File: src/rtl/calculator.sv
// Four-digit hex add/subtract calculator: input debouncers, entry FSM, 16-bit
// adder/subtractor and a multiplexed common-anode 7-segment scanner.
module calculator #(
    parameter int unsigned REFRESH_OVERFLOW = 100000,
    parameter int unsigned DB_OVERFLOW      = 1000000,
    parameter int unsigned SLIDER_OVERFLOW  = 1000000
) (
    input  logic       clk,
    input  logic       reset,
    input  logic       button_clr_undeb,
    input  logic       button_ent_undeb,
    input  logic       slider_1_undeb,
    input  logic       slider_2_undeb,
    input  logic       slider_3_undeb,
    input  logic       slider_4_undeb,
    input  logic       slider_arith_undeb,
    output logic [3:0] digit_select,
    output logic [6:0] led_select
);

    localparam int unsigned NumIn  = 7;
    localparam int unsigned MaxOvf = (DB_OVERFLOW > SLIDER_OVERFLOW) ? DB_OVERFLOW
                                                                     : SLIDER_OVERFLOW;
    localparam int unsigned CntW   = (MaxOvf > 0) ? $clog2(MaxOvf + 1) : 1;
    localparam int unsigned RefW   = (REFRESH_OVERFLOW > 1) ? $clog2(REFRESH_OVERFLOW) : 1;

    typedef enum logic [1:0] {StEnterA, StEnterB, StResult} state_e;

    // Bit order: 0 clear, 1 enter, 2..5 slider_1..slider_4, 6 arith.
    logic [NumIn-1:0] raw;
    logic [NumIn-1:0] sync1_q, sync2_q;
    logic [NumIn-1:0] db_q, db_d;
    logic [CntW-1:0]  cnt_q [NumIn];
    logic [CntW-1:0]  cnt_d [NumIn];
    logic [5:0]       db_prev_q;
    logic [5:0]       rise;

    state_e      state_q, state_d;
    logic [15:0] a_q, a_d, b_q, b_d;
    logic [15:0] result, disp_val;

    logic [RefW-1:0] ref_cnt_q, ref_cnt_d;
    logic [1:0]      idx_q, idx_d;
    logic [3:0]      dig_sel_q, dig_sel_d;
    logic [6:0]      led_q, led_d;
    logic [3:0]      nibble;

    assign raw = {slider_arith_undeb, slider_4_undeb, slider_3_undeb, slider_2_undeb,
                  slider_1_undeb, button_ent_undeb, button_clr_undeb};

    function automatic logic [6:0] hex_to_seg(input logic [3:0] nib);
        logic [6:0] seg;
        case (nib)
            4'h0:    seg = 7'b1000000;
            4'h1:    seg = 7'b1111001;
            4'h2:    seg = 7'b0100100;
            4'h3:    seg = 7'b0110000;
            4'h4:    seg = 7'b0011001;
            4'h5:    seg = 7'b0010010;
            4'h6:    seg = 7'b0000010;
            4'h7:    seg = 7'b1111000;
            4'h8:    seg = 7'b0000000;
            4'h9:    seg = 7'b0010000;
            4'hA:    seg = 7'b0001000;
            4'hB:    seg = 7'b0000011;
            4'hC:    seg = 7'b1000110;
            4'hD:    seg = 7'b0100001;
            4'hE:    seg = 7'b0000110;
            default: seg = 7'b0001110;
        endcase
        return seg;
    endfunction

    // Lockout debounce: accept a change only when idle, then ignore input until the
    // counter drains back to zero.
    always_comb begin
        db_d = db_q;
        for (int i = 0; i < NumIn; i++) begin
            cnt_d[i] = cnt_q[i];
            if (cnt_q[i] != '0) begin
                cnt_d[i] = cnt_q[i] - CntW'(1);
            end else if (sync2_q[i] != db_q[i]) begin
                db_d[i]  = sync2_q[i];
                cnt_d[i] = (i < 2) ? CntW'(DB_OVERFLOW) : CntW'(SLIDER_OVERFLOW);
            end
        end
    end

    assign rise = db_q[5:0] & ~db_prev_q;

    always_comb begin
        state_d = state_q;
        a_d     = a_q;
        b_d     = b_q;
        if (rise[0]) begin
            a_d     = '0;
            b_d     = '0;
            state_d = StEnterA;
        end else if (rise[1]) begin
            unique case (state_q)
                StEnterA: begin
                    state_d = StEnterB;
                    b_d     = '0;
                end
                StEnterB: state_d = StResult;
                StResult: begin
                    state_d = StEnterA;
                    a_d     = '0;
                    b_d     = '0;
                end
                default:  state_d = StEnterA;
            endcase
        end else begin
            // slider_1 edits the most significant digit; digits wrap without carry.
            for (int k = 0; k < 4; k++) begin
                if (rise[2+k]) begin
                    if (state_q == StEnterA) begin
                        a_d[4*(3-k) +: 4] = a_q[4*(3-k) +: 4] + 4'd1;
                    end else if (state_q == StEnterB) begin
                        b_d[4*(3-k) +: 4] = b_q[4*(3-k) +: 4] + 4'd1;
                    end
                end
            end
        end
    end

    assign result = db_q[6] ? (a_q - b_q) : (a_q + b_q);

    always_comb begin
        unique case (state_q)
            StEnterA: disp_val = a_q;
            StEnterB: disp_val = b_q;
            default:  disp_val = result;
        endcase
    end

    always_comb begin
        ref_cnt_d = ref_cnt_q + RefW'(1);
        idx_d     = idx_q;
        if (ref_cnt_q == RefW'(REFRESH_OVERFLOW - 1)) begin
            ref_cnt_d = '0;
            idx_d     = idx_q + 2'd1;
        end
        nibble    = disp_val[{idx_q, 2'b00} +: 4];
        dig_sel_d = ~(4'b0001 << idx_q);
        led_d     = hex_to_seg(nibble);
    end

    always_ff @(posedge clk or negedge reset) begin
        if (!reset) begin
            sync1_q   <= '0;
            sync2_q   <= '0;
            db_q      <= '0;
            db_prev_q <= '0;
            for (int i = 0; i < NumIn; i++) begin
                cnt_q[i] <= '0;
            end
            state_q   <= StEnterA;
            a_q       <= '0;
            b_q       <= '0;
            ref_cnt_q <= '0;
            idx_q     <= '0;
            dig_sel_q <= 4'b1110;
            led_q     <= 7'b1000000;
        end else begin
            sync1_q   <= raw;
            sync2_q   <= sync1_q;
            db_q      <= db_d;
            db_prev_q <= db_q[5:0];
            for (int i = 0; i < NumIn; i++) begin
                cnt_q[i] <= cnt_d[i];
            end
            state_q   <= state_d;
            a_q       <= a_d;
            b_q       <= b_d;
            ref_cnt_q <= ref_cnt_d;
            idx_q     <= idx_d;
            dig_sel_q <= dig_sel_d;
            led_q     <= led_d;
        end
    end

    assign digit_select = dig_sel_q;
    assign led_select   = led_q;

endmodule

File: config.mk
export PLATFORM = sky130hd
export DESIGN_NAME = calculator
export DESIGN_NICKNAME = d
export VERILOG_FILES = /design/src/rtl/calculator.sv
export SDC_FILE = /design/constraint.sdc
export NUM_CORES = 1
export LEC_CHECK = 0
export CAP_MARGIN = 25
export CORE_MARGIN = 5
export CORE_UTILIZATION = 40
export DETAILED_ROUTE_END_ITERATION = 7
export HOLD_SLACK_MARGIN = 0.1
export PLACE_DENSITY = 0.61
export SLEW_MARGIN = 10
export SYNTH_ARGS = -nofsm -noshare
export SYNTH_HDL_FRONTEND = slang
export SYNTH_SLANG_ARGS = --single-unit
File: constraint.sdc
create_clock -name clk -period 5.8 [get_ports clk]
set_input_delay 1.74 -clock clk [delete_from_list [all_inputs] [get_ports clk]]
set_output_delay 1.74 -clock clk [all_outputs]
set_load 0.02 [all_outputs]
Word level (Yosys, flattened, before mapping) --
Memory sizes are Yosys's and may differ from the RTL's. A register that Yosys moved wholly into a read port is not among the register bits. Index checks and enable logic that the tools add are counted.
Word-level totals: output and inout bits 11, memories kept 1, bits in read-only memories 112, bits in registers 224, word-level logic and storage cells 159
Memory list:
- (no name shown) | words 16, bits a word 7, read ports 1, clocked after memory_dff 1, write ports 0, line 53 | case (nib)
Cells by class: bitwise gates (word level) 10, mux-type cells 46, shift-type cells 2, equality and inequality tests 13, reductions and logical operators 39, add/subtract/negate cells 19
Operator list (number):
- $mux 20 | 14
- $reduce_bool 20->1 | 7
- $sub 20x1->20 const B | 7
- $mux 16 | 7
- $mux 4 | 20
- $add 4x1->4 const B | 8
- $pmux 16 s2 | 1
- $reduce_bool 3->1 | 6
- $add 17x1->17 const B | 1
- $eq 17x17->1 const B | 1
- $mux 17 | 1
- $add 16x16->16 | 1
- $reduce_and 4->1 | 4
- $reduce_bool 2->1 | 8
- $shiftx 16x5->4 | 1
- $sub 16x16->16 | 1
- $reduce_and 2->1 | 7
- $reduce_and 3->1 | 4
- $ne 1x1->1 | 7
- $not 1->1 | 7
- $and 6x6->6 | 1
- $ne 3x3->1 const B | 2
- $not 6->6 | 1
- $mux 2 | 2
- other kinds (10) | 10

Depth between registers and ports, before layout --
Gate-level depths: netlist (run 1).
word-level depth 6, mapped depth 18, gate-level depth less buffers 18

Worst setup path before layout (run 1) --
OpenSTA, ideal clock, no wires.
path type register to register, start register b_q[2], end register led_q[0], in the netlist led_select[0], arrival time 3.742 ns, setup time 0.123 ns, clock period less this slack 3.865 ns, slack 1.935 ns, cell stages (with the launch flop) 17, path through dfrtp_1 > clkbuf_1 > nor2_1 > and4_1 > a31oi_1 > xnor2_1 > ha_1 > and2_1 > a2111oi_0 > or3_1 > o221a_2 > xnor2_1 > a2111oi_0 > nor3_1 > ha_1 > or3_1 > o221a_2
On the way: word-level cells in the longest chain between the ends 4, elaborated cells between the ends (all ways) 5, classes of those cells 2 x add/sub; 1 x shift; 2 x mux
Ends and longest elaborated chain:
- from (decl) | line 39 | logic [15:0] a_q, a_d, b_q, b_d;
- from (signal assigned) | line 160 | b_q <= '0;
- from (signal assigned) | line 175 | b_q <= b_d;
- $add 16x16->16 / $sub 16x16->16 (equally long branches) | line 127 | assign result = db_q[6] ? (a_q - b_q) : (a_q + b_q);
- $mux 16 | line 127
- $pmux 16 s2 * | line 130 | unique case (state_q)
- $shiftx 16x5->4 * | line 144 | nibble = disp_val[{idx_q, 2'b00} +: 4];
- to (decl) | line 45 | logic [6:0] led_q, led_d;
Mark *: on every way between the ends. The rest lies on a longest branch, timed or not. A chain may end at the register's enable or synchronous reset.

Final worst setup path (run 1) --
start register b_q[0], end register led_q[0], in the netlist led_select[0]
The elaborated chain is that of the path after synthesis.

==> flow_summary.toml, run 1 <==
[die]
io_pins = 20
start_util_pct = 40.27
core_um2 = 29480
fp.dieH_um = 182.3
die_width_um = 182.3
die-area_um2 = 33220
num_rows = 63

[sta]
slew-limit-headroom_pct = 47.78
timing.fmax_mhz = 224.1
fin_crit_sh_pct = 76.95
hold_ws_ns = 0.3432
drv_slew = 0
setup_tns_ns = 0
grt_setup_unrepaired = "no"
layout_min_cycle_time_ns = 4.463
report.final.setup_viol = 0
finClkSkew_ns = 0.008408
worst_pin_slew_ns = 0.7780
finalHoldViolCount = 0

[setup_path]
worstSetupPathType = "reg -> reg"
worstPathRequired_ns = 6.21
startpoint_type = "flop"
path_cells = "inv_1, ha_1, mux2_2, inv_1, ha_1, nor2b_1, o31a_1, o31ai_1, o221a_2, xnor2_1, a2111oi_0, nor3_1, inv_1, ha_1, o221a_2"
ff2ff_path_depth = 15
cp_slowest_stage_delay_ns = 0.64
arrival_ns = 4.87
worst_setup_path_end_kind = "flop"
r2r_start = "b_q[0]"
regToRegSetupSlack_ns = 1.34
r2r_end = "led_select[0]"
cp_max_fo = 6
cpMaxStageDelayCell = "nor3_1"

[clock_tree]
cts_resized = 0
cts_setup_buffers = 0
cts_sinks = 231
root_buffer = "clkbuf_16"
cts.hold.buffers_added = 0
clkSlewWorstSetupHoldPaths_ns = 0.06
cts_made_buffers = 26
cts_tree = "yes"
cts-htree-levels = 1
ctsLongestPathBuffers = 3
clkLatencyLatePin_ns = 0.53

[layout]
multi_input_area_um2 = 5801
diodes = 0
drive_above_1_share_pct = 8.743
fillers = 2775
areaGrowthSynthToFinish_pct = 13.27
final-seq-area_um2 = 5786
nets = 1243

[flow_run]
cap_violations = 0

[detailed_routing]
routed_wl_mm = 21.56
vias = 8215
wl_per_cell_um = 13.55
vias_per_cell = 5.163
drcViolationCount = 0
drtPass1Iterations = 4
first_iter_violations = 438
ant_nets = 0

[worst_hold_path]
min_path_type = "reg -> reg"
min_from = "sync1_q[1]"
whs_path_depth = 0
hold_path_end = "sync2_q[1]"

[pwr]
power.density_nw_per_um2 = 392.9
finalPower_mw = 5.284
p_leak_nw = 5.775
peakVddDrop_mv = 0.2288

[logic_synthesis]
synth-seq-cells = 231
ys_async_sr_fraction_pct = 100.0
synth_seq_area_share_pct = 48.74
syn_area_um2 = 11870
synth_area_leader_cell = "dfrtp_1"
synthFlopType = "dfrtp_1"
synth.avg_cell_area_um2 = 10.30
syn_inst = 1153
syn-num-nets = 1215
netlist.area_leader.share_pct = 47.85
synth_warnings = 0
netlist_top_cells_area = "dfrtp_1 (48%), ha_1 (5.5%), xnor2_1 (5.3%)"
synth_common_cells = "dfrtp_1 (227), nor2_1 (119), nand2_1 (77), nor3_1 (75), xnor2_1 (72)"
yosysMostFrequentCell = "dfrtp_1"
synth_edf_count = 0
synth.distinct_cells = 76

[global_routing]
grt_use_total_pct = 13.25
overflow = 0
grt_pass1_vias = 8000
grt_first_pass_wirelength_mm = 38.28
antenna_found_initial = 0
grt_max_degree = 97

[outcome]
status = "completed"

[placement]
routabilityCongestion = 0.8353
io_buffers = 19
hpwl_mm = 14.92
-- state kept, by name, summed over array words and instances, names as in the netlist --
signal / cells
sync1_q: 7
sync2_q: 7
a_q: 16
cnt_q: 140
digit_select: 4
db_q: 7
db_prev_q: 6
led_select: 7
b_q: 16
state_q: 2
idx_q: 2
ref_cnt_q: 17
-- cell type report --
type                    count  share of cell area (%)
multi-input cells         852                   43.14
flip-flops and latches    231                   43.03
clock buffers              33                   5.490
well taps                 390                   3.629
clock inverters            15                   1.740
repair buffers             24                   1.693
inverters                  46                   1.284
-- metal layers --
metal	global-route usage (%)	vias up	wire length [um]
li1	-	4149	-
met1	19.38	3936	10850
met2	20.52	95	9494
met3	2.073	35	709
met4	3.753	0	509
met5	0	-	0
-- critical path, delay by kind of cell, from the launching register on --
kind	cells	cell delay (ns)
AO/OA/AOI/OAI	5	1.49
XOR/XNOR	1	0.11
adder cells (fa/ha/maj)	3	0.82
buffers and inverters	3	0.39
flip-flops	1	0.45
multiplexers	1	0.30
AND/OR/NAND/NOR	2	0.79
-- power by group --
part           switching [mW]  leakage, nW  total (mW)  internal, mW
Sequential              0.307         2.83        2.22          1.91
Clock                   0.670        0.477        1.84          1.17
Combinational           0.647         2.47        1.22         0.578
-- worst max path at each step --
| stage | start | end | cells past startpoint |
|---|---|---|---|
| floorplan | b_q[2] | led_select[0] | 16 |
| global placement | b_q[0] | led_select[4] | 16 |
| detailed placement | b_q[0] | led_select[4] | 16 |
| CTS | b_q[0] | led_select[4] | 16 |
| global route | b_q[0] | led_select[4] | 17 |
| finish | b_q[0] | led_select[0] | 15 |
-- stage by stage --
step | cell area (um^2) | worst slack, ns | instances | utilization [%]
6_report | 13450 | 1.337 | 1591 | 45.61
4_1_cts | 13440 | 1.333 | 1589 | 45.58
2_1_floorplan | 11870 | 1.935 | 1153 | -
3_5_place_dp | 12460 | 1.359 | 1541 | 42.28
3_3_place_gp | 12460 | 1.500 | 1541 | 42.28
5_1_grt | 13450 | 0.9149 | 1591 | 45.61
-- cells by family after synthesis --
family                     share of synthesized area, %
and+or+nand+nor                                   19.84
DFF                                               48.74
buffers and inverters                             2.403
muxes                                             4.543
adders and majority gates                         5.649
xor gates and xnor gates                          9.370
AOI/OAI and AO/OA                                 9.465
-- placed cells by master, fill, tap and decap left out, types with 19 or more instances in the layout --
| master | synthesis | final |
|---|---|---|
| nand2b_1 | 19 | 19 |
| nand2_1 | 77 | 77 |
| a21oi_1 | 58 | 58 |
| o21ai_0 | 37 | 37 |
| nand3_1 | 36 | 36 |
| nor2_1 | 119 | 119 |
| ha_1 | 52 | 52 |
| nor4_1 | 20 | 20 |
| xor2_1 | 55 | 55 |
| inv_1 | 45 | 45 |
| xnor2_1 | 72 | 72 |
| dfrtp_1 | 227 | 227 |
| mux2i_1 | 28 | 28 |
| clkbuf_16 | 0 | 27 |
| nor3_1 | 75 | 75 |
Note: power is estimated with default switching activity, not from simulation.
==> inputs of run 2 (changes only) <==
--- a/config.mk
+++ b/config.mk
@@ -10,7 +10,7 @@
 export CORE_UTILIZATION = 40
 export DETAILED_ROUTE_END_ITERATION = 7
 export HOLD_SLACK_MARGIN = 0.1
-export PLACE_DENSITY = 0.61
+export PLACE_DENSITY = 0.63
 export SLEW_MARGIN = 10
 export SYNTH_ARGS = -nofsm -noshare
 export SYNTH_HDL_FRONTEND = slang
==> constraint.sdc (replaced) <==
create_clock -name clk -period 3.9 [get_ports clk]
set_input_delay 1.17 -clock clk [delete_from_list [all_inputs] [get_ports clk]]
set_output_delay 1.17 -clock clk [all_outputs]
set_load 0.02 [all_outputs]
==> run 2 against run 1 <==
Net effect: sequential power up 49%; combinational power up 70%; critical path depth up 1; utilization up 0.78 points; largest power group unchanged; highest routed layer unchanged.
==> flow_summary.toml, run 2 (synthesis gave the netlist of run 1 again) <==
[layout]
areaGrowthSynthToFinish_pct = 15.20
reg_top3 = "cnt_q: 140 flops, ref_cnt_q: 17 flops"
regMostFlops = "cnt_q"
diodes = 0
nets = 1280
final_cell_mix = "dfrtp_1 (227), nor2_1 (118), nand2_1 (77), nor3_1 (73), xnor2_1 (72)"
drive_above_1_share_pct = 12.30
layout_commonest_cell = "dfrtp_1"
fillers = 2760
multi_input_area_um2 = 5863
final-seq-area_um2 = 5786
largest_register_ffs = 140

[die]
core_um2 = 29480
io_pins = 20
die-area_um2 = 33220
start_util_pct = 40.27
fp.dieH_um = 182.3
die_width_um = 182.3
num_rows = 63

[detailed_routing]
ant_nets = 0
drtPass1Iterations = 8
vias_per_cell = 5.149
wl_per_cell_um = 13.70
first_iter_violations = 344
drcViolationCount = 0
routed_wl_mm = 22.28
vias = 8373

[placement]
routabilityCongestion = 0.8351
hpwl_mm = 15.72
io_buffers = 19

[global_routing]
overflow = 0
grt_pass1_vias = 8336
grt_first_pass_wirelength_mm = 39.49
antenna_found_initial = 0
grt_max_degree = 93
grt_use_total_pct = 13.67

[clock_tree]
cts_sinks = 231
ctsLongestPathBuffers = 3
cts_setup_buffers = 0
cts.hold.buffers_added = 0
clkSlewWorstSetupHoldPaths_ns = 0.06
clkLatencyLatePin_ns = 0.54
cts_made_buffers = 27
root_buffer = "clkbuf_16"
cts-htree-levels = 1
cts_tree = "yes"

[flow_run]
cap_violations = 0

[setup_path]
worstPathRequired_ns = 4.32
r2r_start = "b_q[0]"
cp_max_fo = 4
arrival_ns = 4.08
worstSetupPathType = "reg -> reg"
startpoint_type = "flop"
ff2ff_path_depth = 16
r2r_end = "led_select[0]"
regToRegSetupSlack_ns = 0.23
worst_setup_path_end_kind = "flop"

[sta]
drv_slew = 0
grt_setup_unrepaired = "no"
finClkSkew_ns = 0.008984
timing.fmax_mhz = 272.7
finalHoldViolCount = 0
fin_crit_sh_pct = 94.02
layout_min_cycle_time_ns = 3.667
worst_pin_slew_ns = 0.8365
report.final.setup_viol = 0
slew-limit-headroom_pct = 44.23
setup_tns_ns = 0

[pwr]
finalPower_mw = 7.745
peakVddDrop_mv = 0.3283
p_leak_nw = 5.918
power.density_nw_per_um2 = 566.3

[worst_hold_path]
min_from = "sync1_q[6]"
hold_path_end = "sync2_q[6]"
min_path_type = "reg -> reg"
whs_path_depth = 0

[outcome]
status = "completed"
==> run 2: cell count changes in the layout (fill, tap and decap cells not counted), sizes merged <==
cell | before | now
clkinvlp | 2 | 0
bufinv | 6 | 0
buf | 4 | 41
clkbuf | 35 | 41
==> run 2: layout make-up <==
type / instances / area share (%)
Sequential cell: 231 / 42.31
Clock inverter: 7 / 0.3385
Clock buffer: 40 / 5.810
Timing Repair Buffer: 60 / 3.843
Tap cell: 390 / 3.568
Inverter: 46 / 1.263
Multi-Input combinational cell: 852 / 42.87
==> run 2: per-stage QoR <==
stage | setup WS, ns | hold WS (ns) | std cells | utilization, % | instance area, um^2
after global routing | 0.01788 | 0.3521 | 1626 | 46.39 | 13680
final | 0.2331 | 0.3426 | 1626 | 46.39 | 13680
after detailed placement | 0.001743 | 0.3347 | 1578 | 43.31 | 12770
after global placement | 0.07433 | 0.3325 | 1578 | 43.31 | 12770
after CTS | 0.05004 | 0.3474 | 1625 | 46.20 | 13620
after floorplan | 0.03524 | 0.3312 | 1153 | - | 11870
==> run 2: worst max-delay path by stage <==
stage,start,endpoint,slack (ns),cells past startpoint
floorplan,b_q[2],led_select[0],0.04,16
global placement,b_q[4],led_select[0],0.07,16
detailed placement,b_q[1],led_select[0],0.002,16
CTS,b_q[1],led_select[0],0.05,16
global route,b_q[0],led_select[1],0.02,17
finish,b_q[0],led_select[0],0.23,16
==> run 2: worst max-delay path, stage by stage, from the launching register on <==
cell and delay, ns:
dfrtp_1 0.38, inv_1 0.08, buf_4 0.12, and4_4 0.22
and4_4 0.23, nor2_1 0.05, xnor2_1 0.13, ha_2 0.35
nor3_1 0.05, or3_1 0.33, o221a_2 0.30, xnor2_1 0.14
a2111oi_2 0.33, nor3_2 0.11, ha_1 0.22, or3_1 0.36
o221a_2 0.12
==> run 2: power by group <==
part | internal (mW) | switching, mW
Combinational | 1.03 | 1.03
Sequential | 2.85 | 0.448
Clock | 1.40 | 0.981
Total | 5.28 | 2.46
==> run 2: what timing repair did <==
| item | in CTS | in global routing |
|---|---|---|
| gates resized for setup | 3 | 16 |
| pin swaps | 0 | 4 |
| setup endpoints to repair | 4 | 7 |
| cloned | 0 | 0 |
==> run 2: routing by layer <==
layer  track usage (%)  share of wire, %  up-vias  wire length, um
met3             2.252               3.7       41              835
met5                 0                 0        -                0
met1             19.18                49     4013            10920
met2             21.85                45      104             9991
met4             4.233               2.4        0              531
li1                  -                 -     4215                -
==> inputs of run 3 (changes only) <==
--- a/config.mk
+++ b/config.mk
@@ -5,7 +5,7 @@
 export SDC_FILE = /design/constraint.sdc
 export NUM_CORES = 1
 export LEC_CHECK = 0
-export CAP_MARGIN = 25
+export CAP_MARGIN = 20
 export CORE_MARGIN = 5
 export CORE_UTILIZATION = 40
 export DETAILED_ROUTE_END_ITERATION = 7
==> results of run 3 <==
The final DEF is identical to that of run 2; final timing and power are the same.
